`config.mk`:
```
export PLATFORM = sky130hd
export DESIGN_NAME = fip_32_div
export DESIGN_NICKNAME = d
export VERILOG_FILES = /design/src/rtl/fip_32_div.sv
export SDC_FILE = /design/constraint.sdc
export NUM_CORES = 1
export LEC_CHECK = 0
export CAP_MARGIN = 20
export CORE_MARGIN = 1.5
export CORE_UTILIZATION = 40
export CTS_CLUSTER_DIAMETER = 200
export CTS_CLUSTER_SIZE = 28
export DETAILED_ROUTE_END_ITERATION = 10
export SETUP_SLACK_MARGIN = 0.1
export SLEW_MARGIN = 20
export SYNTH_ARGS = -nofsm -noshare
export SYNTH_HDL_FRONTEND = slang
export SYNTH_SLANG_ARGS = --single-unit
export TNS_END_PERCENT = 20
```
`constraint.sdc`:
```
create_clock -name clk -period 3.8 [get_ports clk]
set_clock_uncertainty 0.05 [all_clocks]
set_input_delay 0.38 -clock clk [delete_from_list [all_inputs] [get_ports clk]]
set_output_delay 0.38 -clock clk [all_outputs]
set_load 0.03 [all_outputs]
```
`src/rtl/fip_32_div.sv`:
```
// Iterative signed Q(WIDTH-FRAC).FRAC restoring divider with saturation.
// Define FIP_DIV_ROUND_EN for round-half-away-from-zero via a guard bit.
module fip_32_div #(
  parameter int WIDTH = 32,
  parameter int FRAC  = 16
) (
  input  logic             clk,
  input  logic             reset,
  input  logic             in_valid,
  output logic             in_ready,
  input  logic [WIDTH-1:0] x,
  input  logic [WIDTH-1:0] y,
  output logic             out_valid,
  input  logic             out_ready,
  output logic [WIDTH-1:0] quotient,
  output logic             overflow,
  output logic             div_by_zero
);

  localparam int N = WIDTH + FRAC;
`ifdef FIP_DIV_ROUND_EN
  localparam int RND = 1;
`else
  localparam int RND = 0;
`endif
  localparam int NI = N + RND;
  localparam int CW = $clog2(NI);

  localparam logic [WIDTH-1:0] QMAX = {1'b0, {(WIDTH-1){1'b1}}};
  localparam logic [WIDTH-1:0] QMIN = {1'b1, {(WIDTH-1){1'b0}}};

  typedef enum logic [1:0] {
    IDLE,
    CALC,
    FIX,
    DONE
  } state_t;

  state_t          state_q;
  logic [CW-1:0]   cnt_q;
  logic [NI-1:0]   dvd_q;
  logic [NI-1:0]   quo_q;
  logic [WIDTH-1:0] rem_q;
  logic [WIDTH-1:0] ay_q;
  logic            sign_q;
  logic            xneg_q;
  logic            yzero_q;

  logic [WIDTH-1:0] ax;
  logic [WIDTH-1:0] ay;
  logic [WIDTH:0]   rem_sh;
  logic [WIDTH-1:0] rem_sub;
  logic [WIDTH-1:0] rem_d;
  logic             ge;
  logic [N:0]       qm;
  logic [WIDTH-1:0] mag;
  logic             pos_ovf;
  logic             neg_ovf;

  assign ax = x[WIDTH-1] ? WIDTH'(0) - x : x;
  assign ay = y[WIDTH-1] ? WIDTH'(0) - y : y;

  // remainder stays below |y| <= 2^(WIDTH-1), so only the shifted value needs WIDTH+1 bits
  assign rem_sh  = {rem_q, dvd_q[NI-1]};
  assign ge      = rem_sh[WIDTH] | (rem_sh[WIDTH-1:0] >= ay_q);
  assign rem_sub = rem_sh[WIDTH-1:0] - ay_q;
  assign rem_d   = ge ? rem_sub : rem_sh[WIDTH-1:0];

`ifdef FIP_DIV_ROUND_EN
  assign qm = {1'b0, quo_q[NI-1:1]} + {{N{1'b0}}, quo_q[0]};
`else
  assign qm = {1'b0, quo_q};
`endif

  assign mag     = qm[WIDTH-1:0];
  assign pos_ovf = |qm[N:WIDTH-1];
  assign neg_ovf = (|qm[N:WIDTH]) | (qm[WIDTH-1] & (|qm[WIDTH-2:0]));

  always_ff @(posedge clk) begin
    if (reset) begin
      state_q     <= IDLE;
      in_ready    <= 1'b1;
      out_valid   <= 1'b0;
      quotient    <= '0;
      overflow    <= 1'b0;
      div_by_zero <= 1'b0;
      cnt_q       <= '0;
      dvd_q       <= '0;
      quo_q       <= '0;
      rem_q       <= '0;
      ay_q        <= '0;
      sign_q      <= 1'b0;
      xneg_q      <= 1'b0;
      yzero_q     <= 1'b0;
    end else begin
      unique case (state_q)
        IDLE: begin
          if (in_valid) begin
            dvd_q    <= {ax, {(FRAC+RND){1'b0}}};
            ay_q     <= ay;
            sign_q   <= x[WIDTH-1] ^ y[WIDTH-1];
            xneg_q   <= x[WIDTH-1];
            yzero_q  <= (y == '0);
            rem_q    <= '0;
            quo_q    <= '0;
            cnt_q    <= CW'(NI - 1);
            in_ready <= 1'b0;
            state_q  <= CALC;
          end
        end
        CALC: begin
          rem_q <= rem_d;
          dvd_q <= {dvd_q[NI-2:0], 1'b0};
          quo_q <= {quo_q[NI-2:0], ge};
          if (cnt_q == '0) begin
            state_q <= FIX;
          end else begin
            cnt_q <= cnt_q - 1'b1;
          end
        end
        FIX: begin
          if (yzero_q) begin
            quotient    <= xneg_q ? QMIN : QMAX;
            overflow    <= 1'b0;
            div_by_zero <= 1'b1;
          end else if (sign_q) begin
            quotient    <= neg_ovf ? QMIN : WIDTH'(0) - mag;
            overflow    <= neg_ovf;
            div_by_zero <= 1'b0;
          end else begin
            quotient    <= pos_ovf ? QMAX : mag;
            overflow    <= pos_ovf;
            div_by_zero <= 1'b0;
          end
          out_valid <= 1'b1;
          state_q   <= DONE;
        end
        DONE: begin
          if (out_ready) begin
            out_valid <= 1'b0;
            in_ready  <= 1'b1;
            state_q   <= IDLE;
          end
        end
        default: state_q <= IDLE;
      endcase
    end
  end

endmodule

```
### Word level (Yosys, flattened, before mapping)

Index checks and enable logic that the tools add are counted.

* output and inout bits: 36
* word-level logic and storage cells: 75
* flip-flop bits (word level): 207
* input port bits: 68

* $lt $le $gt $ge: 1
* add/sub/neg operators: 5
* bitwise logic cells: 4
* eq/ne operators: 7
* reduce and logical (&&, ||, !) cells: 15
* mux-type cells: 29

Operators with widths (count)
* $mux 32: 9
* $pmux 48 s2: 2
* $mux 48: 2
* $sub 1x32->32 const A: 3
* $pmux 32 s2: 1
* $ge 32x32->1: 1
* $logic_not 32->1: 1
* $sub 32x32->32: 1
* $reduce_or 31->1: 1
* $reduce_or 17->1: 1
* $reduce_or 16->1: 1
* $mux 6: 2
* $pmux 6 s2: 1
* $reduce_and 3->1: 3
* $ne 2x2->1 const B: 4
* $pmux 2 s4: 1
* $logic_not 6->1: 1
* $mux 1: 6
* $mux 2: 3
* $reduce_and 2->1: 3
* $reduce_bool 2->1: 3
* $sub 6x1->6 const B: 1
* $eq 2x2->1 const B: 2
* $pmux 1 s2: 2
* 5 further kinds: 6

### Longest topological paths before layout

Gate-level depths: netlist of run 1.

* depth in word-level cells: 6
* depth in mapped cells: 14
* mapped depth without buffers: 13

### Worst setup path after synthesis of run 1

No wires, ideal clock.

* path kind: in2reg
* from: input port x[4]
* to: register dvd_q[46]
* data required time: 3.655 ns
* path buffers: 0
* library setup time: 0.095 ns
* setup slack: 0.766 ns
* data arrival time: 2.889 ns
* stages: 8
* cell sequence: nor4_2 > nand3_1 > or3_4 > or4_1 > or4_4 > o41ai_2 > xor2_1 > a221oi_1

* word-level cells in the longest chain between the ends: 4

RTL lines
* from (decl): line 11 `input logic [WIDTH-1:0] x,`
* $sub 1x32->32: line 60 `assign ax = x[WIDTH-1] ? WIDTH'(0) - x : x;`
* $mux 32: line 60
* $mux 48: line 98 `if (in_valid) begin`
* $pmux 48 s2: line 96 `unique case (state_q)`
* to (signal assigned): line 99 `dvd_q <= {ax, {(FRAC+RND){1'b0}}};`
* to (signal assigned): line 113 `dvd_q <= {dvd_q[NI-2:0], 1'b0};`
* to (decl): line 41 `logic [NI-1:0] dvd_q;`

Every way passes these cells. The select of a mux whose other input is x is not followed.
A chain may end at the register's enable or synchronous reset.

### Worst setup path in the final report of run 1

* from: register dvd_q[47]
* to: register rem_q[19]

* word-level cells in the longest chain between the ends: 4
* elaborated cells between the ends (all ways): 5
* classes of those cells: add/sub (1); order compare (1); mux (2); bitwise (1)

RTL lines
* $ge 32x32->1: line 65 `assign ge = rem_sh[WIDTH] | (rem_sh[WIDTH-1:0] >= ay_q);`
* $or 1x1->1: line 65
* $mux 32 *: line 67 `assign rem_d = ge ? rem_sub : rem_sh[WIDTH-1:0];`
* $pmux 32 s2 *: line 96
* to (signal assigned): line 112 `rem_q <= rem_d;`
* to (decl): line 43 `logic [WIDTH-1:0] rem_q;`

Every way passes the cells marked *; elsewhere a longest branch is shown, timed or not.

==> impl_metrics.yaml, run 1 <==
setup_path:
  crit_path_top_delay_cell: "o41a_1"
  worstPathCellList: "inv_1, ha_1, inv_1, fa_1, a211oi_1, o21bai_1, a21oi_1, o41a_1, a31o_2, o21ai_4, buf_4, nor2_1, a21oi_1, o21ai_0"
  arrival_ns: 3.56
  start_kind: "flop"
  crit_buf_inv: 3
  cp_max_fo: 21
  cp_top_family: "compound AO/OA/AOI/OAI gates"
  reg2reg_slack_ns: 0.50
  crit_required_ns: 4.05
  path_class: "flop to flop"
  cp-end-kind: "flop"
  cpPeakStageDelay_ns: 0.51
logic_synthesis:
  syn_area_sq_um: 11200
  synth-simple-area-share: 0.205
  yosysSeqAreaShare: 0.341
  synth_adder_area_share: 0.0476
  synthFlopType: "dfxtp_1"
  synth-seq-cells: 191
  synth_mux_area_frac: 0.0197
  yosysWarnings: 0
  synth_edf_count: 0
  synth_top_family_by_area: "compound AO/OA/AOI/OAI gates"
  syn_nets: 1577
  syn_avg_cell_area_sq_um: 7.63
  netlist_instances: 1467
  synthArstFlopShare: 0
  synth_cell_types: 62
  synth_xor_area_frac: 0.0766
  synth_compound_area_frac: 0.259
min_path:
  min_path_type: "flop to flop"
layout:
  layout-drive-gt1-share: 0.0554
  nFillCells: 2770
  layout.nets: 1632
  utilization: 0.474
  syn_to_final_growth_pct: 17.4
clocking:
  cts-buffers-inserted: 17
  htreeDepth: 4
  cts_setup_buffers: 0
  path_clk_slew_ns: 0.07
  hold_buffers: 0
  cts_buffer_depth: 2
  clock_latency_ns: 0.44
  cts_sinks: 191
  cts_tree: "done"
  cts-resized-gates: 0
  cts-root-buf: "clkbuf_16"
power:
  clockPowerShare: 0.235
  ir_worst_vdd_uv: 469
  power_mw: 7.66
  power_density_nw_per_um2: 583
  swShare: 0.411
  internal_power_mw: 4.52
  combPwrFrac: 0.432
  p_leak_nw: 4.94
  p_seq_frac: 0.333
  switching_power_mw: 3.15
sta:
  rsz0062_at_grt: "false"
  fin_crit_sh: 0.869
  hold_viol: 0
  worst_pin_slew_ns: 1.00
  fin_crit_ns: 3.30
  drv_slew: 0
  setup_viol: 0
  max_freq_mhz: 303
  max-slew-margin-rel: 0.331
  tns_ns: 0
routing:
  drc: 0
  postRouteAntennaNets: 0
  wl_per_cell_microns: 15.7
  wl_met1_mm: 14.4
  dr.pass1.iters: 5
  vias: 10500
  dr_wl_met3_mm: 1.50
  wl_met2_mm: 13.8
  routed_wl_mm: 30.1
  drt_iter0_drc: 643
  via_per_inst: 5.50
  top_layer: "met4"
floorplan:
  die_y_microns: 170
  dieArea_sq_um: 29000
  die_x_microns: 170
  initial_core_util: 0.404
  rows: 61
  core_sq_um: 27700
  io_pins: 104
grt:
  grt_max_degree: 85
  grt_pass1_wl_mm: 49.6
  track_usage: 0.211
  antenna_found_initial: 1
  grt_pass1_vias: 9890
  grt_overflow: 0
placement:
  numPortBuffers: 103
  hpwl_mm: 20.7
  gp_congestion: 0.892
outcome:
  outcome: "complete, no violations"
flow_run:
  drv_cap: 0
power by group through the flow:
stage / logic [mW] / clock network, mW / registers (mW)
after floorplan: 2.32 / 0 / 2.64
after global placement: 3.26 / 0 / 2.59
after detailed placement: 3.30 / 0 / 2.59
after CTS: 3.32 / 1.85 / 2.55
after global routing: 3.70 / 1.92 / 2.59
final: 3.31 / 1.80 / 2.55
cells by family (layout without fill, tap and decap cells):
family | after synthesis | after routing
simple gates | 506 | 506
compound gates | 459 | 459
flops | 191 | 191
buf+inv | 149 | 216
xor+xnor | 98 | 98
fa+ha+maj | 42 | 42
mux | 22 | 22
other cells | 0 | 1
layer usage:
metal  vias up  GRT usage
met5         -          0
met4         0     0.0608
met3        33     0.0451
met2       199      0.342
met1      4969      0.280
li1       5319          -
synthesized netlist by cell type, types with 9 or more instances:
cell type,instances,area [sq um]
dfxtp_1,191,3820
nand3_1,25,125
nor2b_1,12,75.1
nor2_1,159,597
nand2_1,193,724
inv_1,53,199
a31oi_1,12,75.1
o22ai_1,10,62.6
or3_1,12,75.1
nor4_1,13,81.3
mux2i_1,22,220
a21o_1,18,135
a21oi_1,121,606
or4_1,9,67.6
a22oi_1,57,428
xnor2_1,36,315
nor3_1,33,165
clkbuf_1,84,315
a211oi_1,39,293
xor2_1,62,543
o21ai_0,119,596
o31ai_1,23,173
ha_1,41,513
placed cells by master, fill, tap and decap left out, types with 8 or more instances in the layout:
cell	Yosys	layout
nand2_1	193	193
dfxtp_1	191	190
nor2_1	159	158
a21oi_1	121	121
o21ai_0	119	118
clkdlybuf4s50_1	0	102
xor2_1	62	62
a22oi_1	57	57
inv_1	53	53
ha_1	41	41
a211oi_1	39	39
xnor2_1	36	36
nor3_1	33	33
buf_4	1	29
nand3_1	25	25
o31ai_1	23	23
mux2i_1	22	22
a21o_1	18	18
clkbuf_16	0	17
nor4_1	13	13
a31oi_1	12	12
nor2b_1	12	12
or3_1	12	12
o22ai_1	10	10
or4_1	9	9
nand2b_1	8	8
registers in the layout, indices dropped and copies added, names as in the netlist, 2 cells and up:
signal and flops:
quo_q 48, ay_q 32, dvd_q 32, quotient 32
rem_q 32, cnt_q 6, state_q 2
worst reg2reg max path, cell delays in order (launching register included):
cell	delay [ns]
dfxtp_1	0.33
inv_1	0.07
ha_1	0.21
inv_1	0.07
fa_1	0.22
a211oi_1	0.09
o21bai_1	0.22
a21oi_1	0.19
o41a_1	0.52
a31o_2	0.31
o21ai_4	0.22
buf_4	0.37
nor2_1	0.10
a21oi_1	0.12
o21ai_0	0.09
metrics by stage:
step	cell area [sq um]	std cells	hold WS [ns]	setup WS, ns
after floorplan	11200	1467	0.379	0.766
after global placement	12600	1881	0.387	0.124
after detailed placement	12600	1881	0.392	0.0596
after CTS	13100	1912	0.400	0.482
after global routing	13100	1913	0.421	0.309
final	13100	1913	0.401	0.498
worst paths after layout:
path | startpoint | to | depth (start not counted)
worst max register to register | dvd_q[47] | rem_q[19] | 14
worst min-delay path | dvd_q[39] | dvd_q[39] | 2
worst max-delay path | dvd_q[47] | rem_q[19] | 14
worst min register to register | dvd_q[39] | dvd_q[39] | 2
cell type report:
class | count | area (sq um) | share of cell area
Antenna cell | 1 | 2.50 | 0.000190
Clock buffer | 19 | 433 | 0.0329
Clock inverter | 12 | 136 | 0.0104
Inverter | 54 | 203 | 0.0154
Multi-Input combinational cell | 1127 | 6830 | 0.520
Sequential cell | 191 | 3820 | 0.291
Tap cell | 378 | 473 | 0.0360
Timing Repair Buffer | 131 | 1240 | 0.0943
(Power assumes the default switching activity.)
==> run 2: changes to the inputs <==
--- a/config.mk
+++ b/config.mk
@@ -11,6 +11,7 @@
 export CTS_CLUSTER_DIAMETER = 200
 export CTS_CLUSTER_SIZE = 28
 export DETAILED_ROUTE_END_ITERATION = 10
+export PLACE_DENSITY = 0.69
 export SETUP_SLACK_MARGIN = 0.1
 export SLEW_MARGIN = 20
 export SYNTH_ARGS = -nofsm -noshare
==> impl_metrics.yaml, run 2 (synthesized netlist as in run 1, its figures left out) <==
routing:
  routed_wl_mm: 28.9
  wl_per_cell_microns: 15.1
  drc: 0
  postRouteAntennaNets: 0
  dr.pass1.iters: 5
  drt_iter0_drc: 840
  vias: 10500
  via_per_inst: 5.47
placement:
  hpwl_mm: 20.3
  gp_congestion: 0.924
  numPortBuffers: 103
min_path:
  hold_depth: 2
  hold_end: "ay_q[28]"
  min_path_type: "input pin to flop"
  hp-start: "reset"
layout:
  ff_latch_area_sq_um: 3820
  layout.nets: 1634
  syn_to_final_growth_pct: 17.6
  largest_register_ffs: 48
  multiInputGateArea_sq_um: 6830
  utilization: 0.475
  regMostFlops: "quo_q"
  mostFrequentLayoutCell: "nand2_1"
  layout_common_cells: "nand2_1, dfxtp_1, nor2_1"
  nFillCells: 2721
  layout-drive-gt1-share: 0.0579
grt:
  grt_max_degree: 82
  grt_pass1_wl_mm: 48.2
  grt_overflow: 0
  grt_pass1_vias: 9881
  track_usage: 0.204
  antenna_found_initial: 1
floorplan:
  io_pins: 104
  dieArea_sq_um: 29000
  rows: 61
  initial_core_util: 0.404
  core_sq_um: 27700
  die_y_microns: 170
  die_x_microns: 170
clocking:
  cts-root-buf: "clkbuf_16"
  hold_buffers: 0
  htreeDepth: 4
  cts_buffer_depth: 2
  path_clk_slew_ns: 0.08
  cts_sinks: 191
  clock_latency_ns: 0.44
  cts-resized-gates: 0
  cts-buffers-inserted: 17
  cts_setup_buffers: 0
  cts_tree: "done"
sta:
  drv_slew: 0
  fin_crit_ns: 3.30
  hold_viol: 0
  max_freq_mhz: 303
  max-slew-margin-rel: 0.433
  worst_pin_slew_ns: 0.851
  setup_viol: 0
  rsz0062_at_grt: "false"
  fin_crit_sh: 0.869
  tns_ns: 0
power:
  p_leak_nw: 4.96
  ir_worst_vdd_uv: 434
  power_mw: 7.64
  power_density_nw_per_um2: 580
setup_path:
  cp_max_fo: 4
  path_class: "input pin to flop"
  crit_required_ns: 4.11
  timing.rr.start: "dvd_q[47]"
  arrival_ns: 3.61
  rr_endpoint: "rem_q[20]"
  cp-end-kind: "flop"
  r2r_cells: 13
  start_kind: "input pin"
  reg2reg_slack_ns: 0.52
flow_run:
  drv_cap: 0
outcome:
  outcome: "complete, no violations"
==> run 2: layout make-up <==
type                            count  area share
Antenna cell                        1    0.000190
Clock buffer                       20      0.0354
Clock inverter                     12     0.00912
Inverter                           54      0.0154
Multi-Input combinational cell   1127       0.518
Sequential cell                   191       0.290
Tap cell                          378      0.0359
Timing Repair Buffer              133      0.0952
==> run 2: how the worst max path moves through the flow <==
stage	start	cells past startpoint	endpoint	slack [ns]
finish	x[4]	9	dvd_q[46]	0.50
global route	dvd_q[47]	13	rem_q[26]	0.29
CTS	x[4]	9	dvd_q[46]	0.52
detailed placement	x[4]	9	dvd_q[46]	0.05
global placement	x[4]	9	dvd_q[46]	0.12
floorplan	x[4]	8	dvd_q[46]	0.77
==> run 2: where the power goes <==
part | leakage [nW] | internal [mW] | switching, mW | total (mW)
combinational | 3.12 | 1.22 | 2.10 | 3.32
clock | 0.287 | 0.921 | 0.869 | 1.79
sequential | 1.55 | 2.33 | 0.194 | 2.52
total | 4.96 | 4.47 | 3.17 | 7.64
==> run 2: routing by layer <==
layer	GRT usage	vias to the layer above	share of wire
met3	0.0437	31	0.052
met5	0	-	0
met1	0.266	4905	0.47
met2	0.337	212	0.46
li1	-	5335	-
met4	0.0585	0	0.016
==> run 2: worst max-delay path, cell delays in order <==
cell             delay, ns
clkdlybuf4s50_1       0.46
nor4_2                0.45
nand3_1               0.22
or3_4                 0.43
or4_1                 0.49
or4_4                 0.47
o41ai_2               0.33
xor2_1                0.11
a221oi_1              0.28
==> run 2: through the flow <==
stage | worst slack [ns] | instances | hold WS, ns | instance area [sq um]
6_report | 0.498 | 1916 | 0.357 | 13200
3_3_place_gp | 0.118 | 1883 | 0.387 | 12600
3_5_place_dp | 0.0485 | 1883 | 0.394 | 12600
2_1_floorplan | 0.766 | 1467 | 0.379 | 11200
4_1_cts | 0.515 | 1915 | 0.337 | 13200
5_1_grt | 0.285 | 1916 | 0.360 | 13200
